$ cat src/rtl/go_board_writer.sv
// Go board state owner: turns debounced button edges into cursor moves, stone
// placements and passes, and serves a 1-cycle-latency cell read port to the renderer.
module go_board_writer #(
  parameter int BOARD_SIZE = 9
) (
  input  logic       vclock_in,
  input  logic       reset_in,
  input  logic       up_in,
  input  logic       down_in,
  input  logic       left_in,
  input  logic       right_in,
  input  logic       place_in,
  input  logic       pass_in,
  input  logic [3:0] rd_row_in,
  input  logic [3:0] rd_col_in,
  output logic [1:0] rd_data_out,
  output logic [3:0] cursor_row_out,
  output logic [3:0] cursor_col_out,
  output logic       turn_out,
  output logic [7:0] move_count_out,
  output logic       busy_out,
  output logic       placed_out,
  output logic       illegal_out,
  output logic       game_over_out,
  output logic [2:0] state_dbg_out
);

  localparam int CLEAR_CYCLES = BOARD_SIZE * BOARD_SIZE;
  localparam int IDX_W        = $clog2(CLEAR_CYCLES);
  localparam logic [IDX_W-1:0] LAST_IDX = IDX_W'(CLEAR_CYCLES - 1);
  localparam logic [3:0]       MAX_POS  = 4'(BOARD_SIZE - 1);
  localparam logic [3:0]       MID_POS  = 4'(BOARD_SIZE / 2);

  typedef enum logic [2:0] {S_CLEAR, S_IDLE, S_CHECK, S_WRITE, S_OVER} state_t;

  state_t           r_state, w_state_nxt;
  logic [1:0]       r_cells [CLEAR_CYCLES];
  logic [IDX_W-1:0] r_clr_idx;
  logic [3:0]       r_row, r_col;
  logic             r_turn;
  logic [7:0]       r_move_count;
  logic [1:0]       r_pass_streak;
  logic [5:0]       r_prev;
  logic [1:0]       r_rd_data;

  logic [5:0]       w_btn, w_edge;
  logic [IDX_W-1:0] w_cur_idx, w_rd_idx;
  logic             w_rd_oob, w_occupied;
  logic             w_do_pass, w_do_up, w_do_down, w_do_left, w_do_right;
  logic             w_placed, w_illegal;

  // Button vector ordered by priority, highest in the MSB.
  assign w_btn  = {place_in, pass_in, up_in, down_in, left_in, right_in};
  assign w_edge = w_btn & ~r_prev;

  assign w_cur_idx  = IDX_W'(r_row) * IDX_W'(BOARD_SIZE) + IDX_W'(r_col);
  assign w_rd_idx   = IDX_W'(rd_row_in) * IDX_W'(BOARD_SIZE) + IDX_W'(rd_col_in);
  assign w_rd_oob   = (rd_row_in >= 4'(BOARD_SIZE)) || (rd_col_in >= 4'(BOARD_SIZE));
  assign w_occupied = (r_cells[w_cur_idx] != 2'b00);

  always_comb begin
    w_state_nxt = r_state;
    w_do_pass   = 1'b0;
    w_do_up     = 1'b0;
    w_do_down   = 1'b0;
    w_do_left   = 1'b0;
    w_do_right  = 1'b0;
    w_placed    = 1'b0;
    w_illegal   = 1'b0;
    case (r_state)
      S_CLEAR: if (r_clr_idx == LAST_IDX) w_state_nxt = S_IDLE;
      S_IDLE: begin
        if (w_edge[5]) begin
          w_state_nxt = S_CHECK;
        end else if (w_edge[4]) begin
          w_do_pass = 1'b1;
          if (r_pass_streak == 2'd1) w_state_nxt = S_OVER;
        end else if (w_edge[3]) begin
          w_do_up = 1'b1;
        end else if (w_edge[2]) begin
          w_do_down = 1'b1;
        end else if (w_edge[1]) begin
          w_do_left = 1'b1;
        end else if (w_edge[0]) begin
          w_do_right = 1'b1;
        end
      end
      S_CHECK: begin
        w_illegal   = w_occupied;
        w_state_nxt = w_occupied ? S_IDLE : S_WRITE;
      end
      S_WRITE: begin
        w_placed    = 1'b1;
        w_state_nxt = S_IDLE;
      end
      S_OVER:  w_state_nxt = S_OVER;
      default: w_state_nxt = S_CLEAR;
    endcase
  end

  always_ff @(posedge vclock_in) begin
    if (reset_in) begin
      r_state       <= S_CLEAR;
      r_clr_idx     <= '0;
      r_row         <= MID_POS;
      r_col         <= MID_POS;
      r_turn        <= 1'b0;
      r_move_count  <= 8'd0;
      r_pass_streak <= 2'd0;
      r_prev        <= w_btn;
      r_rd_data     <= 2'b00;
    end else begin
      r_state   <= w_state_nxt;
      r_prev    <= w_btn;
      r_rd_data <= (r_state == S_CLEAR || w_rd_oob) ? 2'b00 : r_cells[w_rd_idx];
      if (r_state == S_CLEAR) r_clr_idx <= r_clr_idx + 1'b1;
      if (w_do_up    && r_row != 4'd0)    r_row <= r_row - 4'd1;
      if (w_do_down  && r_row != MAX_POS) r_row <= r_row + 4'd1;
      if (w_do_left  && r_col != 4'd0)    r_col <= r_col - 4'd1;
      if (w_do_right && r_col != MAX_POS) r_col <= r_col + 4'd1;
      if (w_do_pass) begin
        r_turn        <= ~r_turn;
        r_pass_streak <= r_pass_streak + 2'd1;
      end
      if (w_placed) begin
        r_turn        <= ~r_turn;
        r_move_count  <= r_move_count + 8'd1;
        r_pass_streak <= 2'd0;
      end
    end
  end

  // Cell array has no reset; the CLEAR sweep that follows every reset empties it.
  always_ff @(posedge vclock_in) begin
    if (!reset_in) begin
      if (r_state == S_CLEAR) r_cells[r_clr_idx] <= 2'b00;
      else if (w_placed)      r_cells[w_cur_idx] <= r_turn ? 2'b10 : 2'b01;
    end
  end

  assign rd_data_out    = r_rd_data;
  assign cursor_row_out = r_row;
  assign cursor_col_out = r_col;
  assign turn_out       = r_turn;
  assign move_count_out = r_move_count;
  assign busy_out       = (r_state == S_CLEAR);
  assign placed_out     = w_placed;
  assign illegal_out    = w_illegal;
  assign game_over_out  = (r_state == S_OVER);
  assign state_dbg_out  = r_state;

endmodule

$ cat config.mk
export PLATFORM = sky130hd
export DESIGN_NAME = go_board_writer
export DESIGN_NICKNAME = d
export VERILOG_FILES = /design/src/rtl/go_board_writer.sv
export SDC_FILE = /design/constraint.sdc
export NUM_CORES = 1
export LEC_CHECK = 0
export ABC_CLOCK_PERIOD_IN_PS = 5500
export BUFFER_PORTS_ARGS = -buffer_cell sky130_fd_sc_hd__buf_2
export CAP_MARGIN = 20
export CORE_MARGIN = 2
export CORE_UTILIZATION = 30
export CTS_CLUSTER_DIAMETER = 30
export DETAILED_ROUTE_END_ITERATION = 8
export PLACE_DENSITY_LB_ADDON = 0.12
export SLEW_MARGIN = 0
export SYNTH_ARGS = -nofsm -noshare
export SYNTH_HDL_FRONTEND = slang
export SYNTH_SLANG_ARGS = --single-unit
$ cat constraint.sdc
create_clock -name vclock_in -period 5.5 [get_ports vclock_in]
set_clock_uncertainty 0.2 [all_clocks]
set_input_delay 0.55 -clock vclock_in [delete_from_list [all_inputs] [get_ports vclock_in]]
set_output_delay 0.55 -clock vclock_in [all_outputs]
set_load 0.02 [all_outputs]
==> insert_results.sql, run 1 <==
INSERT INTO impl_metrics (metric_group, metric, value, unit) VALUES
('routing', 'wl_per_cell', '21.3', 'um'),
('synth', 'netlist-cell-type-count', '61', ''),
('sta', 'setup_ws', '0.386', 'ns'),
('cts', 'cts.reportedPaths.clkPinSlew', '0.07', 'ns'),
('cells_and_area', 'most-common-layout-cells', 'sky130_fd_sc_hd__edfxtp_1, sky130_fd_sc_hd__nor2_1, sky130_fd_sc_hd__nor3_1', ''),
('sta', 'final-setup-viol-count', '0', ''),
('pwr', 'pwr-share-comb', '0.107', ''),
('synth', 'number_of_enable_type_register_cells_in_the_synthesized_netlist', '162', ''),
('pwr', 'power_density', '282', 'nW/um^2'),
('setup_path', 'critPathArrivalTime', '4.36', 'ns'),
('cts', 'post_cts_resized', '0', ''),
('sta', 'fin_crit_sh', '0.930', ''),
('pwr', 'cell_internal_pwr', '2.38', 'mW'),
('floorplan', 'die-width', '186', 'um'),
('setup_path', 'end_kind', 'output port', ''),
('cts', 'cts.repair_timing.setup_buffer_count', '0', ''),
('cts', 'clkLatencyLatePin', '0.46', 'ns'),
('pwr', 'worst_ir_drop_on_vdd', '0.000234', 'V'),
('hold_path', 'hold_path_class', 'primary input to flop', ''),
('synth', 'synth-main-ff-cell', 'sky130_fd_sc_hd__edfxtp_1', ''),
('sta', 'timing.final.max_slew_violations', '0', ''),
('pwr', 'total_leakage_power', '3.86', 'nW'),
('global_route', 'grt_util_all_layers', '0.168', ''),
('placed_design', 'estimated_wirelength_of_the_detail_placed_design', '19200', 'um'),
('floorplan', 'initial_utilization', '0.306', ''),
('synth', 'synth_nets', '876', ''),
('synth', 'ys.warnings.count', '0', ''),
('cells_and_area', 'antennaDiodeCount', '0', ''),
('floorplan', 'die_area', '34800', 'um^2'),
('routing', 'ant_nets', '0', ''),
('floorplan', 'dieHeight', '186', 'um'),
('cts', 'clock-sinks', '199', ''),
('cts', 'cts_htree_levels', '4', ''),
('routing', 'drt_first_pass_iters', '5', ''),
('hold_path', 'hold-path-cell-count', '1', ''),
('global_route', 'largest_net_degree_at_the_start_of_global_routing', '82', ''),
('sta', 'rsz_0062_raised_after_global_routing', 'false', ''),
('routing', 'drt-vias-per-instance', '5.13', ''),
('synth', 'yosys_register_bits', '199', ''),
('setup_path', 'timing.critical_path.from_type', 'flop', ''),
('pwr', 'power.sequential.fraction', '0.505', ''),
('global_route', 'globalRouteOverflowTotal', '0', ''),
('pwr', 'power_switching_share', '0.257', ''),
('setup_path', 'r2r_cell_count', '9', ''),
('global_route', 'first_global_vias', '7015', ''),
('sta', 'setup_total_negative_slack', '0', 'ns'),
('sta', 'tightest_slew', '1.17', 'ns'),
('placed_design', 'finalWeightedCongestion', '0.798', ''),
('global_route', 'antenna_found_initial', '0', ''),
('cells_and_area', 'layout.cells.most_common', 'sky130_fd_sc_hd__edfxtp_1', ''),
('pwr', 'power_switching', '821', 'uW'),
('routing', 'detail_route.drc_violations', '0', ''),
('sta', 'timing.final.crit_period', '5.11', 'ns'),
('routing', 'dr_total_vias', '6819', ''),
('floorplan', 'i_o_pins', '42', ''),
('cells_and_area', 'nets', '924', ''),
('placed_design', 'port_buffers', '41', ''),
('cells_and_area', 'syn_to_final_growth', '13.7', '%'),
('sta', 'headroom_to_the_max_slew_limit', '0.218', ''),
('synth', 'syn-instance-count', '826', ''),
('sta', 'final_hold_viol_count', '0', ''),
('synth', 'sequential_area_share_after_synthesis', '0.561', ''),
('cts', 'tritoncts', 'done', ''),
('flow_run', 'max_cap_viol_count', '0', ''),
('routing', 'wl', '28300', 'um'),
('synth', 'syn_area_per_cell', '12.1', 'um^2'),
('sta', 'max_freq', '0.196', 'GHz'),
('placed_design', 'pre_cts_ws', '0.851', 'ns'),
('global_route', 'grt_first_pass_wirelength', '43500', 'um'),
('floorplan', 'coreArea', '32600', 'um^2'),
('cts', 'cts_inserted_buffers', '17', ''),
('outcome', 'outcome', 'completed', ''),
('setup_path', 'critPathKind', 'flop to output port', ''),
('cts', 'clockRootBuffer', 'sky130_fd_sc_hd__clkbuf_16', ''),
('setup_path', 'critical_path_required', '4.75', 'ns'),
('cts', 'max-clock-path-buffers', '2', ''),
('routing', 'drt_iter0_drc', '445', ''),
('setup_path', 'worst-path-max-fanout', '14', ''),
('synth', 'asr_flop_ratio_synth', '0', ''),
('pwr', 'clock_power_share', '0.388', ''),
('floorplan', 'rows', '66', ''),
('synth', 'syn_area', '9990', 'um^2'),
('cells_and_area', 'post_route_cells_drive_above_1_share', '0.143', '');
==> path summary, 6_finish.rpt <==
path	from	endpoint	slack, ns
setup / recovery	cursor_row_out[1]$_SDFFE_PP0P_	illegal_out	0.39
hold / removal	up_in	r_prev[3]$_DFF_P_	0.03
setup reg to reg	cursor_row_out[0]$_SDFFE_PP0P_	r_cells[48][0]$_DFFE_PP_	1.37
hold reg to reg	move_count_out[1]$_SDFFE_PP0P_	move_count_out[1]$_SDFFE_PP0P_	0.29
==> worst max-delay path, cell delays in order, from the launching register on <==
cell                       delay [ns]
sky130_fd_sc_hd__dfxtp_1         0.50
sky130_fd_sc_hd__ha_1            0.29
sky130_fd_sc_hd__ha_2            0.20
sky130_fd_sc_hd__fa_1            0.92
sky130_fd_sc_hd__nand2b_1        0.24
sky130_fd_sc_hd__nor3_1          0.08
sky130_fd_sc_hd__o41ai_1         0.76
sky130_fd_sc_hd__a41oi_1         0.23
sky130_fd_sc_hd__a22oi_2         0.32
sky130_fd_sc_hd__and3_1          0.20
sky130_fd_sc_hd__buf_2           0.17
==> layout make-up <==
type	count	area, um^2
well taps	442	553
clock inverters	15	145
multi-input cells	579	4180
fillers	3277	21300
flip-flops and latches	199	5610
inverters	15	56.3
clock buffers	17	425
repair buffers	62	388
==> state kept, by name, indices dropped and copies added, names as in the netlist, 3 cells and up <==
register and count:
r_cells 162, move_count_out 8, r_clr_idx 7, r_prev 6, cursor_col_out 4, cursor_row_out 4, state_dbg_out 3
==> metrics by stage <==
step	area, um^2	utilization	hold slack (ns)	power (mW)	instances
final	11400	0.348	0.0277	3.20	1329
after global routing	11400	0.348	0.0105	3.32	1329
after CTS	11300	0.347	0.00834	3.23	1328
after detailed placement	10700	0.328	0.285	1.99	1291
after global placement	10700	0.328	0.279	1.99	1291
after floorplan	9990	-	0.287	1.87	826
==> power groups by stage <==
stage          combinational, mW  clock, mW  sequential, mW
2_1_floorplan              0.224          0            1.65
3_3_place_gp               0.340          0            1.65
3_5_place_dp               0.340          0            1.65
4_1_cts                    0.344       1.27            1.62
5_1_grt                    0.373       1.33            1.62
6_report                   0.342       1.24            1.62
==> cells in the mapped netlist, types with 15 or more instances <==
cell type	n	area share
sky130_fd_sc_hd__nor3_1	47	0.024
sky130_fd_sc_hd__mux2i_1	39	0.039
sky130_fd_sc_hd__a21oi_1	41	0.021
sky130_fd_sc_hd__ha_1	30	0.038
sky130_fd_sc_hd__nor2_1	157	0.059
sky130_fd_sc_hd__nand2_1	42	0.016
sky130_fd_sc_hd__a211oi_1	19	0.014
sky130_fd_sc_hd__inv_1	15	0.0056
sky130_fd_sc_hd__mux4_2	27	0.061
sky130_fd_sc_hd__xor2_1	15	0.013
sky130_fd_sc_hd__dfxtp_1	37	0.074
sky130_fd_sc_hd__edfxtp_1	162	0.49
==> per-layer routing <==
layer  vias up  GRT usage  routed length, um
met3        22     0.0282               1280
li1       3241          -                  -
met4         0     0.0464                357
met1      3404      0.225              13000
met5         -          0                  0
met2       152      0.280              13700
==> kinds of logic (layout without fill, tap and decap cells) <==
family / Yosys count / after routing / share of synthesized area
AOI/OAI and AO/OA: 141 / 141 / 0.0980
xor gates and xnor gates: 30 / 30 / 0.0271
adders and majority gates: 34 / 34 / 0.0456
buffers and inverters: 48 / 109 / 0.0232
DFF: 199 / 199 / 0.561
muxes: 72 / 72 / 0.110
and+or+nand+nor: 302 / 302 / 0.135
==> timing repair <==
item	in CTS	in global routing
setup endpoints to repair	0	0
endpoints found under the hold margin	5	0
hold buffers	5	0
(Power assumes the default switching activity.)
==> run 2: changes to the inputs <==
- ABC_CLOCK_PERIOD_IN_PS: 5500 -> 6580
- clock period: 5.5 -> 6.58 ns (I/O delays scaled with it)
==> insert_results.sql, run 2 (synthesis gave the netlist of run 1 again) <==
INSERT INTO impl_metrics (metric_group, metric, value, unit) VALUES
('hold_path', 'worst_hold_startpoint', 'down_in', ''),
('setup_path', 'r2r_cell_count', '7', ''),
('placed_design', 'port_buffers', '41', ''),
('placed_design', 'estimated_wirelength_of_the_detail_placed_design', '19500', 'um'),
('floorplan', 'die_area', '34800', 'um^2'),
('floorplan', 'dieHeight', '186', 'um'),
('cts', 'max-clock-path-buffers', '2', ''),
('sta', 'final-setup-viol-count', '0', ''),
('setup_path', 'critical_path_required', '5.72', 'ns'),
('pwr', 'total_leakage_power', '3.85', 'nW'),
('routing', 'detail_route.drc_violations', '0', ''),
('cts', 'tritoncts', 'done', ''),
('routing', 'dr_total_vias', '6847', ''),
('routing', 'wl_per_cell', '21.9', 'um'),
('placed_design', 'finalWeightedCongestion', '0.779', ''),
('global_route', 'first_global_vias', '7076', ''),
('setup_path', 'timing.critical_path.from_type', 'flop', ''),
('setup_path', 'worst-path-max-fanout', '25', ''),
('pwr', 'report.power.total', '2.75', 'mW'),
('cts', 'cts.reportedPaths.clkPinSlew', '0.08', 'ns'),
('setup_path', 'reg2reg_slack', '2.51', 'ns'),
('cells_and_area', 'flip_flop_count_of_the_largest_register_after_layout', '162', ''),
('cells_and_area', 'nets', '917', ''),
('global_route', 'globalRouteOverflowTotal', '0', ''),
('hold_path', 'hold-path-cell-count', '1', ''),
('hold_path', 'timing.hold.worst_endpoint', 'r_prev[2]$_DFF_P_', ''),
('cells_and_area', 'finish.cell_count_without_fillers', '1322', ''),
('sta', 'tightest_slew', '1.03', 'ns'),
('cts', 'post_cts_resized', '0', ''),
('setup_path', 'critPathKind', 'flop to output port', ''),
('routing', 'ant_nets', '0', ''),
('cells_and_area', 'post_route_cells_drive_above_1_share', '0.142', ''),
('global_route', 'largest_net_degree_at_the_start_of_global_routing', '82', ''),
('floorplan', 'rows', '66', ''),
('floorplan', 'initial_utilization', '0.306', ''),
('floorplan', 'coreArea', '32600', 'um^2'),
('setup_path', 'critPathArrivalTime', '4.46', 'ns'),
('cells_and_area', 'syn_to_final_growth', '13.3', '%'),
('hold_path', 'hold_path_class', 'primary input to flop', ''),
('sta', 'timing.final.max_slew_violations', '0', ''),
('sta', 'setup_total_negative_slack', '0', 'ns'),
('cts', 'clock-sinks', '199', ''),
('flow_run', 'max_cap_viol_count', '0', ''),
('setup_path', 'end_kind', 'output port', ''),
('global_route', 'grt_util_all_layers', '0.170', ''),
('sta', 'rsz_0062_raised_after_global_routing', 'false', ''),
('pwr', 'power_density', '243', 'nW/um^2'),
('cells_and_area', 'antennaDiodeCount', '0', ''),
('cells_and_area', 'max_flop_register', 'r_cells', ''),
('cts', 'cts_inserted_buffers', '17', ''),
('cells_and_area', 'layout.cells.most_common', 'sky130_fd_sc_hd__edfxtp_1', ''),
('setup_path', 'worstReg2RegStart', 'cursor_row_out[1]$_SDFFE_PP0P_', ''),
('setup_path', 'endpoint_of_the_lowest_slack_register_to_register_path', 'r_cells[47][1]$_DFFE_PP_', ''),
('global_route', 'antenna_found_initial', '0', ''),
('cts', 'cts.hold.buffers_added', '0', ''),
('pwr', 'worst_ir_drop_on_vdd', '0.000172', 'V'),
('sta', 'fin_crit_sh', '0.808', ''),
('routing', 'drt-vias-per-instance', '5.18', ''),
('cells_and_area', 'n_fill_cell', '3244', ''),
('sta', 'max_freq', '0.188', 'GHz'),
('sta', 'final_hold_viol_count', '0', ''),
('cts', 'cts.repair_timing.setup_buffer_count', '0', ''),
('routing', 'wl', '28900', 'um'),
('floorplan', 'die-width', '186', 'um'),
('routing', 'drt_first_pass_iters', '5', ''),
('sta', 'headroom_to_the_max_slew_limit', '0.312', ''),
('placed_design', 'placed_cells_incl_taps', '1289', ''),
('outcome', 'outcome', 'completed', ''),
('floorplan', 'i_o_pins', '42', ''),
('setup_path', 'crit_start', 'cursor_row_out[1]$_SDFFE_PP0P_', ''),
('cts', 'cts_htree_levels', '4', ''),
('sta', 'timing.final.crit_period', '5.32', 'ns'),
('cts', 'clockRootBuffer', 'sky130_fd_sc_hd__clkbuf_16', ''),
('routing', 'drt_iter0_drc', '488', ''),
('cells_and_area', 'most-common-layout-cells', 'sky130_fd_sc_hd__edfxtp_1, sky130_fd_sc_hd__nor2_1, sky130_fd_sc_hd__nor3_1', ''),
('global_route', 'grt_first_pass_wirelength', '43900', 'um'),
('cts', 'clkLatencyLatePin', '0.46', 'ns');
[run 2: changes by cell type in the layout (fill, tap and decap cells not counted)]
| cell | change |
|---|---|
| sky130_fd_sc_hd__buf_6 | +1 |
| sky130_fd_sc_hd__clkinv_4 | -2 |
| sky130_fd_sc_hd__inv_6 | +2 |
| sky130_fd_sc_hd__clkinv_8 | +1 |
| sky130_fd_sc_hd__buf_4 | -2 |
| sky130_fd_sc_hd__buf_12 | -1 |
| sky130_fd_sc_hd__dlygate4sd3_1 | -5 |
| sky130_fd_sc_hd__clkinv_2 | -1 |
| sky130_fd_sc_hd__bufinv_16 | +1 |
| sky130_fd_sc_hd__clkinvlp_4 | -2 |
| sky130_fd_sc_hd__inv_8 | +1 |
[run 2: cell type report]
| cell class | count | area, um^2 | area share |
|---|---|---|---|
| clock buffer | 17 | 425 | 0.0376 |
| multi-input combinational | 579 | 4180 | 0.369 |
| inverter | 15 | 56.3 | 0.00498 |
| clock inverter | 15 | 183 | 0.0161 |
| sequential | 199 | 5610 | 0.495 |
| timing repair buffer | 55 | 314 | 0.0278 |
| tap | 442 | 553 | 0.0489 |
[run 2: metrics by stage]
| step | util | hold WS (ns) | worst slack, ns | instance area [um^2] |
|---|---|---|---|---|
| finish | 0.347 | 0.108 | 1.26 | 11300 |
| global route | 0.347 | 0.103 | 0.964 | 11300 |
| CTS | 0.347 | 0.0909 | 1.24 | 11300 |
| detailed placement | 0.328 | 0.285 | 1.76 | 10700 |
| global placement | 0.328 | 0.280 | 1.85 | 10700 |
| floorplan | - | 0.287 | 2.56 | 9990 |
[run 2: how the worst max path moves through the flow]
stage	end	slack [ns]
2_1_floorplan	illegal_out	2.56
3_3_place_gp	illegal_out	1.85
3_5_place_dp	illegal_out	1.76
4_1_cts	illegal_out	1.24
5_1_grt	illegal_out	0.96
6_report	illegal_out	1.26
[run 2: worst max-delay path: stages (launching register included)]
cell and delay [ns]:
sky130_fd_sc_hd__dfxtp_1 0.50, sky130_fd_sc_hd__ha_1 0.30, sky130_fd_sc_hd__ha_2 0.20, sky130_fd_sc_hd__fa_1 1.17, sky130_fd_sc_hd__nand2b_1 0.23, sky130_fd_sc_hd__nor3_1 0.06, sky130_fd_sc_hd__o41ai_1 0.57, sky130_fd_sc_hd__a41oi_1 0.21
sky130_fd_sc_hd__a22oi_2 0.38, sky130_fd_sc_hd__and3_1 0.21, sky130_fd_sc_hd__buf_2 0.16
[run 2: per-layer routing]
metal | GRT usage | vias to the layer above | part of all wire
li1 | - | 3212 | -
met1 | 0.227 | 3458 | 0.47
met2 | 0.278 | 140 | 0.47
met3 | 0.0278 | 37 | 0.031
met4 | 0.0632 | 0 | 0.026
met5 | 0 | - | 0
[run 2: power by group]
| part | total (mW) | leakage (nW) | internal (mW) | switching (mW) |
|---|---|---|---|---|
| Clock | 1.10 | 0.289 | 0.577 | 0.528 |
| Combinational | 0.293 | 1.84 | 0.110 | 0.183 |
| Sequential | 1.35 | 1.72 | 1.35 | 0.00423 |
| Total | 2.75 | 3.85 | 2.03 | 0.715 |
